`src/rtl/cpu_sequencer_pkg.sv`:
```
// Shared encodings for the rv32i multi-cycle sequencer: FSM states,
// decoder instruction classes and small class-decoding helpers.
package cpu_sequencer_pkg;

   typedef enum logic [2:0] {
      ST_INIT    = 3'd0,
      ST_INIT_PC = 3'd1,   // also serves as PCUPD when force_zero is low
      ST_FETCH   = 3'd2,
      ST_DECODE  = 3'd3,
      ST_EXEC    = 3'd4,
      ST_MEM     = 3'd5,
      ST_WB      = 3'd6,
      ST_HALT    = 3'd7
   } state_e;

   localparam logic [2:0] CLASS_ALU     = 3'd0;
   localparam logic [2:0] CLASS_LOAD    = 3'd1;
   localparam logic [2:0] CLASS_STORE   = 3'd2;
   localparam logic [2:0] CLASS_BRANCH  = 3'd3;
   localparam logic [2:0] CLASS_JUMP    = 3'd4;
   localparam logic [2:0] CLASS_SYSTEM  = 3'd5;
   localparam logic [2:0] CLASS_ILLEGAL = 3'd6;   // 7 is illegal as well

   // Codes 6 and 7 are both treated as illegal instructions.
   function automatic logic class_is_illegal(input logic [2:0] cls);
      return cls[2] & cls[1];
   endfunction

   // Classes that need a data-memory access between EXEC and WB.
   function automatic logic class_is_mem(input logic [2:0] cls);
      return (cls == CLASS_LOAD) || (cls == CLASS_STORE);
   endfunction

   // Classes that write a result (or link address) into the register file.
   function automatic logic class_writes_rf(input logic [2:0] cls);
      return (cls == CLASS_ALU) || (cls == CLASS_LOAD) || (cls == CLASS_JUMP);
   endfunction

endpackage

```
`src/rtl/cpu_sequencer_retire_counter.sv`:
```
// Retired-instruction counter; wraps modulo 2^DATA_WIDTH.
module retire_counter #(
   parameter int DATA_WIDTH = 32
) (
   input  logic                  clk,
   input  logic                  reset,
   input  logic                  inc,
   output logic [DATA_WIDTH-1:0] count
);

   logic [DATA_WIDTH-1:0] count_q;
   logic [DATA_WIDTH-1:0] count_d;

   // Next count: advance by one on each retire strobe.
   always_comb begin
      // NOTE: count_d is assigned on every path, so no latch is inferred.
      count_d = count_q;
      if (inc) begin
         count_d = count_q + DATA_WIDTH'(1);
      end
   end

   // Count register with synchronous clear.
   always_ff @(posedge clk) begin
      // NOTE: flops use non-blocking assignments so every register sees pre-edge values.
      if (reset) begin
         count_q <= '0;
      end else begin
         count_q <= count_d;
      end
   end

   assign count = count_q;

endmodule

```
`src/rtl/cpu_sequencer.sv`:
```
// Multi-cycle control FSM for the rv32i core: sequences fetch, decode,
// execute, memory and write-back, drives the imem/dmem handshakes and
// issues exactly one update_pc strobe per retired instruction.
module cpu_sequencer
   import cpu_sequencer_pkg::*;
#(
   parameter int DATA_WIDTH = 32
) (
   input  logic                  clk,
   input  logic                  reset,
   input  logic                  run,
   output logic                  imem_req,
   input  logic                  imem_ack,
   output logic                  ir_load,
   input  logic [2:0]            instr_class,
   output logic                  dmem_req,
   output logic                  dmem_we,
   input  logic                  dmem_ack,
   output logic                  rf_we,
   output logic                  force_zero,
   output logic                  update_pc,
   output logic                  halted,
   output logic                  illegal,
   output logic [DATA_WIDTH-1:0] instret,
   output logic [2:0]            state
);

   state_e     state_q;
   logic [2:0] class_q;
   logic       imem_req_q;
   logic       dmem_req_q;
   logic       dmem_we_q;
   logic       rf_we_q;
   logic       force_zero_q;
   logic       update_pc_q;
   logic       halted_q;
   logic       illegal_q;

   // Sequencer FSM; every control output is a flop set on the transition into its state.
   always_ff @(posedge clk) begin
      if (reset) begin
         state_q      <= ST_INIT;
         class_q      <= CLASS_ALU;
         imem_req_q   <= 1'b0;
         dmem_req_q   <= 1'b0;
         dmem_we_q    <= 1'b0;
         rf_we_q      <= 1'b0;
         force_zero_q <= 1'b1;
         update_pc_q  <= 1'b0;
         halted_q     <= 1'b0;
         illegal_q    <= 1'b0;
      end else begin
         case (state_q)
            ST_INIT: begin
               // Load PC with zero on the next strobe.
               force_zero_q <= 1'b1;
               update_pc_q  <= 1'b1;
               state_q      <= ST_INIT_PC;
            end
            ST_INIT_PC: begin
               // PC init (force_zero high) or PCUPD after WB (force_zero low).
               force_zero_q <= 1'b0;
               update_pc_q  <= 1'b0;
               imem_req_q   <= run;
               state_q      <= ST_FETCH;
            end
            ST_FETCH: begin
               if (imem_req_q) begin
                  // A raised request is held until acknowledged, whatever run does.
                  if (imem_ack) begin
                     imem_req_q <= 1'b0;
                     state_q    <= ST_DECODE;
                  end
               end else begin
                  imem_req_q <= run;
               end
            end
            ST_DECODE: begin
               class_q <= instr_class;
               if (class_is_illegal(instr_class)) begin
                  halted_q  <= 1'b1;
                  illegal_q <= 1'b1;
                  state_q   <= ST_HALT;
               end else if (instr_class == CLASS_SYSTEM) begin
                  halted_q <= 1'b1;
                  state_q  <= ST_HALT;
               end else begin
                  state_q <= ST_EXEC;
               end
            end
            ST_EXEC: begin
               if (class_is_mem(class_q)) begin
                  dmem_req_q <= 1'b1;
                  dmem_we_q  <= (class_q == CLASS_STORE);
                  state_q    <= ST_MEM;
               end else begin
                  rf_we_q <= class_writes_rf(class_q);
                  state_q <= ST_WB;
               end
            end
            ST_MEM: begin
               if (dmem_ack) begin
                  dmem_req_q <= 1'b0;
                  dmem_we_q  <= 1'b0;
                  rf_we_q    <= class_writes_rf(class_q);
                  state_q    <= ST_WB;
               end
            end
            ST_WB: begin
               // PC stays put during WB so pc_plus_4 is stable for the link write.
               rf_we_q     <= 1'b0;
               update_pc_q <= 1'b1;
               state_q     <= ST_INIT_PC;
            end
            ST_HALT: begin
               state_q <= ST_HALT;
            end
            default: begin
               state_q <= ST_INIT;
            end
         endcase
      end
   end

   // Retire on the PCUPD strobe only, not on the PC-initialisation strobe.
   retire_counter #(
      .DATA_WIDTH (DATA_WIDTH)
   ) u_retire_counter (
      .clk   (clk),
      .reset (reset),
      .inc   (update_pc_q & ~force_zero_q),
      .count (instret)
   );

   // Acks are only honoured while the matching request is outstanding.
   assign ir_load    = imem_req_q & imem_ack;
   assign imem_req   = imem_req_q;
   assign dmem_req   = dmem_req_q;
   assign dmem_we    = dmem_we_q;
   assign rf_we      = rf_we_q;
   assign force_zero = force_zero_q;
   assign update_pc  = update_pc_q;
   assign halted     = halted_q;
   assign illegal    = illegal_q;
   assign state      = state_q;

endmodule

```
`config.mk`:
```
export PLATFORM = sky130hd
export DESIGN_NAME = cpu_sequencer
export DESIGN_NICKNAME = d
export VERILOG_FILES = /design/src/rtl/cpu_sequencer_pkg.sv /design/src/rtl/cpu_sequencer_retire_counter.sv /design/src/rtl/cpu_sequencer.sv
export SDC_FILE = /design/constraint.sdc
export NUM_CORES = 1
export LEC_CHECK = 0
export ABC_AREA = 0
export CAP_MARGIN = 5
export CORE_ASPECT_RATIO = 0.75
export CORE_MARGIN = 4
export CORE_UTILIZATION = 50
export CTS_CLUSTER_DIAMETER = 120
export DETAILED_ROUTE_END_ITERATION = 12
export PLACE_DENSITY = 0.8
export SLEW_MARGIN = 20
export SYNTH_ARGS = -nofsm -noshare
export SYNTH_HDL_FRONTEND = slang
export SYNTH_HIERARCHICAL = 1
export SYNTH_SLANG_ARGS = --single-unit
```
`constraint.sdc`:
```
create_clock -name clk -period 2.2 [get_ports clk]
set_input_delay 0.33 -clock clk [delete_from_list [all_inputs] [get_ports clk]]
set_output_delay 0.33 -clock clk [all_outputs]
set_load 0.03 [all_outputs]
```
==> flow_summary.yaml <==
floorplanning:
  boundaryPins: 52
  start_util: 0.537
  fp-row-count: 20
  die_width_um: 85.6
  core_area_sq_um: 4200
  die_h_um: 66.2
  dieArea_sq_um: 5660
yosys:
  synth-compound-area-share: 0.113
  synth_area_sq_um: 2260
  yosys.area_share.simple: 0.313
  syn_nets: 273
  synth_top_family_by_area: "simple AND/OR/NAND/NOR gates"
  synth_area_per_cell_sq_um: 8.55
  synthMuxAreaShare: 0.0593
  synthAdderAreaFrac: 0.00554
  yosys.cell_types.count: 51
  syn_inst: 264
  seq_area_frac_synth: 0.408
  synth_xor_area_frac: 0.0582
  ys_warn_count: 6
  synth-seq-cells: 46
critical_path:
  crit_top_cell: "clkdlybuf4s50_1"
  cp-start-kind: "input port"
  crit_fanout: 2
  critPathSlowestCell: "clkdlybuf4s50_1"
  worstPathCellList: "clkdlybuf4s50_1 -> and2_1 -> clkdlybuf4s50_1"
  crit_buf_inv: 2
  crit_type: "input port to primary output"
  cpLargestDelayFamily: "buffers and inverters"
  required_ps: 1870
  endpoint_kind: "primary output"
  cp.arrival_ps: 1640
  max_stage_delay_ps: 680
pwr:
  p_int_w: 0.00130
  leakagePower_nw: 1.03
  vdd.ir_drop.worst_v: 0.000611
  power_switching_w: 0.000540
  p_clk_frac: 0.284
  p_comb_frac: 0.225
  p_sw_frac: 0.293
  pwr-share-seq: 0.491
  p_total_w: 0.00184
  powerDensity_nw_per_um2: 634
run_status:
  outcome: "finished, final reports clean"
drt:
  drtAntennaViolNets: 0
  vias: 2042
  drc: 0
  drt-initial-drc-count: 92
  via_per_inst: 5.52
  firstDrtPassIters: 4
  routedWlPerCell_um: 13.7
  drt-total-wl_um: 5050
sta:
  skew_ps: 7.69
  fmax_ghz: 0.507
  finalSetupViolCount: 0
  worstMarginPinSlew_ps: 369
  setup_ws_ps: 227
  post-route-period-util: 0.897
  slew_violations: 0
  rsz0062_at_grt: "false"
  fin_crit_ps: 1970
  hold_violations: 0
  fin_setup_tns_ps: 0
  relSlewSlack: 0.751
clock_network:
  post_cts_hold_buffer_count: 0
  htree_levels: 2
  clock-sinks: 46
  cts_buffers: 5
  insertion_delay_ps: 290
  clkTransAtPathRegs_ps: 80
  cts-root-buf: "clkbuf_8"
  post_cts_buffers: 0
  ctsResizeCount: 0
  cts_tree: "done"
  cts.path.max_buffers: 2
grt:
  grt_antenna_before_repair: 0
  track_usage: 0.185
  grt_first_pass_wirelength_um: 8580
  grt_pass1_vias: 1868
  grt-ovfl-total: 0
  grt_max_degree: 33
job:
  drv_cap: 0
final_layout:
  syn_to_final_growth_pct: 28.7
  layout.nets: 323
  drive_gt1_frac: 0.102
  antennaDiodeCount: 0
placed_design:
  io_buffer_count: 51
  routabilityCongestion: 0.786
  dp_hpwl_um: 3690
  pre_cts_ws_ps: 236
worst_hold_path:
  hold_path_class: "flip-flop to flip-flop"
placed cells by master, fill, tap and decap left out, drive strengths merged, types with 4 or more instances in the layout:
cell type	netlist	routed
nor2	35	35
clkbuf	10	7
buf	5	8
nor3	11	11
nor2b	14	14
a21oi	14	14
xor2	10	10
nand3	9	9
or3	5	5
inv	7	7
xnor2	5	5
clkdlybuf4s50	0	50
nand4	11	11
or4	4	4
dfxtp	46	46
nand2	18	18
o21ai	11	11
mux2	11	11
power by group through the flow:
| stage | clock (W) | combinational (W) | sequential (W) |
|---|---|---|---|
| after floorplan | 0 | 0.000189 | 0.00100 |
| after global placement | 0 | 0.000408 | 0.000923 |
| after detailed placement | 0 | 0.000413 | 0.000923 |
| after CTS | 0.000538 | 0.000416 | 0.000904 |
| after global routing | 0.000577 | 0.000449 | 0.000913 |
| final | 0.000523 | 0.000415 | 0.000904 |
through the flow:
step | instance area [sq um] | utilization | hold slack [ps] | instances
6_report | 2900 | 0.691 | 462 | 370
5_1_grt | 2900 | 0.691 | 501 | 370
4_1_cts | 2900 | 0.691 | 464 | 370
3_5_place_dp | 2810 | 0.669 | 450 | 362
3_3_place_gp | 2810 | 0.669 | 445 | 362
2_1_floorplan | 2260 | - | 399 | 264
cell usage after synthesis (all sizes together):
master | count | share of area
o21ai | 11 | 0.024
nand3b | 1 | 0.0033
a22oi | 2 | 0.0066
nand4b | 1 | 0.0039
or4 | 4 | 0.015
xor2 | 10 | 0.039
nor3b | 3 | 0.010
dfxtp | 46 | 0.41
o221ai | 1 | 0.0039
buf | 5 | 0.015
nor4 | 3 | 0.015
a211oi | 1 | 0.0033
and3 | 3 | 0.0089
nand2b | 1 | 0.0028
and3b | 1 | 0.0039
nor2 | 35 | 0.058
and4 | 3 | 0.012
ha | 1 | 0.0055
a21oi | 14 | 0.031
and2 | 2 | 0.0055
a311oi | 1 | 0.0066
nand2 | 18 | 0.031
inv | 7 | 0.012
clkbuf | 10 | 0.017
nand3 | 9 | 0.020
nor4b | 1 | 0.011
a21boi | 1 | 0.0033
nor2b | 14 | 0.039
a211o | 1 | 0.0039
xnor2 | 5 | 0.019
nand4 | 11 | 0.033
mux2i | 1 | 0.0044
mux2 | 11 | 0.055
a21o | 1 | 0.0033
o22ai | 1 | 0.0028
o31ai | 3 | 0.010
a31oi | 2 | 0.0055
nor3 | 11 | 0.024
a41o | 1 | 0.0044
o22a | 1 | 0.0039
or3 | 5 | 0.014
or2 | 1 | 0.0028
registers in the layout, summed over array words and instances (netlist names), named ones only:
register,flops
state,2
halted,1
rf_we,1
update_pc,1
imem_req,1
dmem_req,1
class_q,3
illegal,1
dmem_we,1
u_retire_counter/count,32
force_zero,1
kinds of logic (layout without fill, tap and decap cells):
kind of cell / after synthesis / in the layout
buffers and inverters: 22 / 73
multiplexers: 12 / 12
adder cells (fa/ha/maj): 1 / 1
AO/OA/AOI/OAI: 41 / 41
AND/OR/NAND/NOR: 127 / 127
flip-flops: 46 / 46
XOR/XNOR: 15 / 15
worst paths after layout:
| check | start | to | slack [ps] | depth (start not counted) |
|---|---|---|---|---|
| max | imem_ack | ir_load | 230 | 3 |
| min | dmem_req$_SDFFE_PP0P_ | dmem_req$_SDFFE_PP0P_ | 460 | 2 |
| max reg2reg | update_pc$_SDFFE_PP0P_ | u_retire_counter/count[26]$_SDFFE_PP0P_ | 230 | 5 |
| min reg2reg | dmem_req$_SDFFE_PP0P_ | dmem_req$_SDFFE_PP0P_ | 460 | 2 |
worst reg2reg max path, stage by stage (launching register included):
cell and delay (ps):
dfxtp_1 380, nor2b_1 180, and4_1 320, nand4_1 330, nor3_1 310, mux2_1 350
metal layers:
layer	vias up	wire, um	GRT usage
li1	1033	-	-
met1	961	2520	0.250
met2	46	2290	0.306
met3	2	219	0.0374
met4	0	21	0.0415
met5	-	0	0
area by class of cell:
class	instances	area, sq um
clock buffers	7	86.3
clock inverters	1	5.00
fillers	361	1300
inverters	7	26.3
multi-input cells	196	1240
flip-flops and latches	46	921
well taps	55	68.8
repair buffers	58	558
Power figures use the tool's default switching activity.
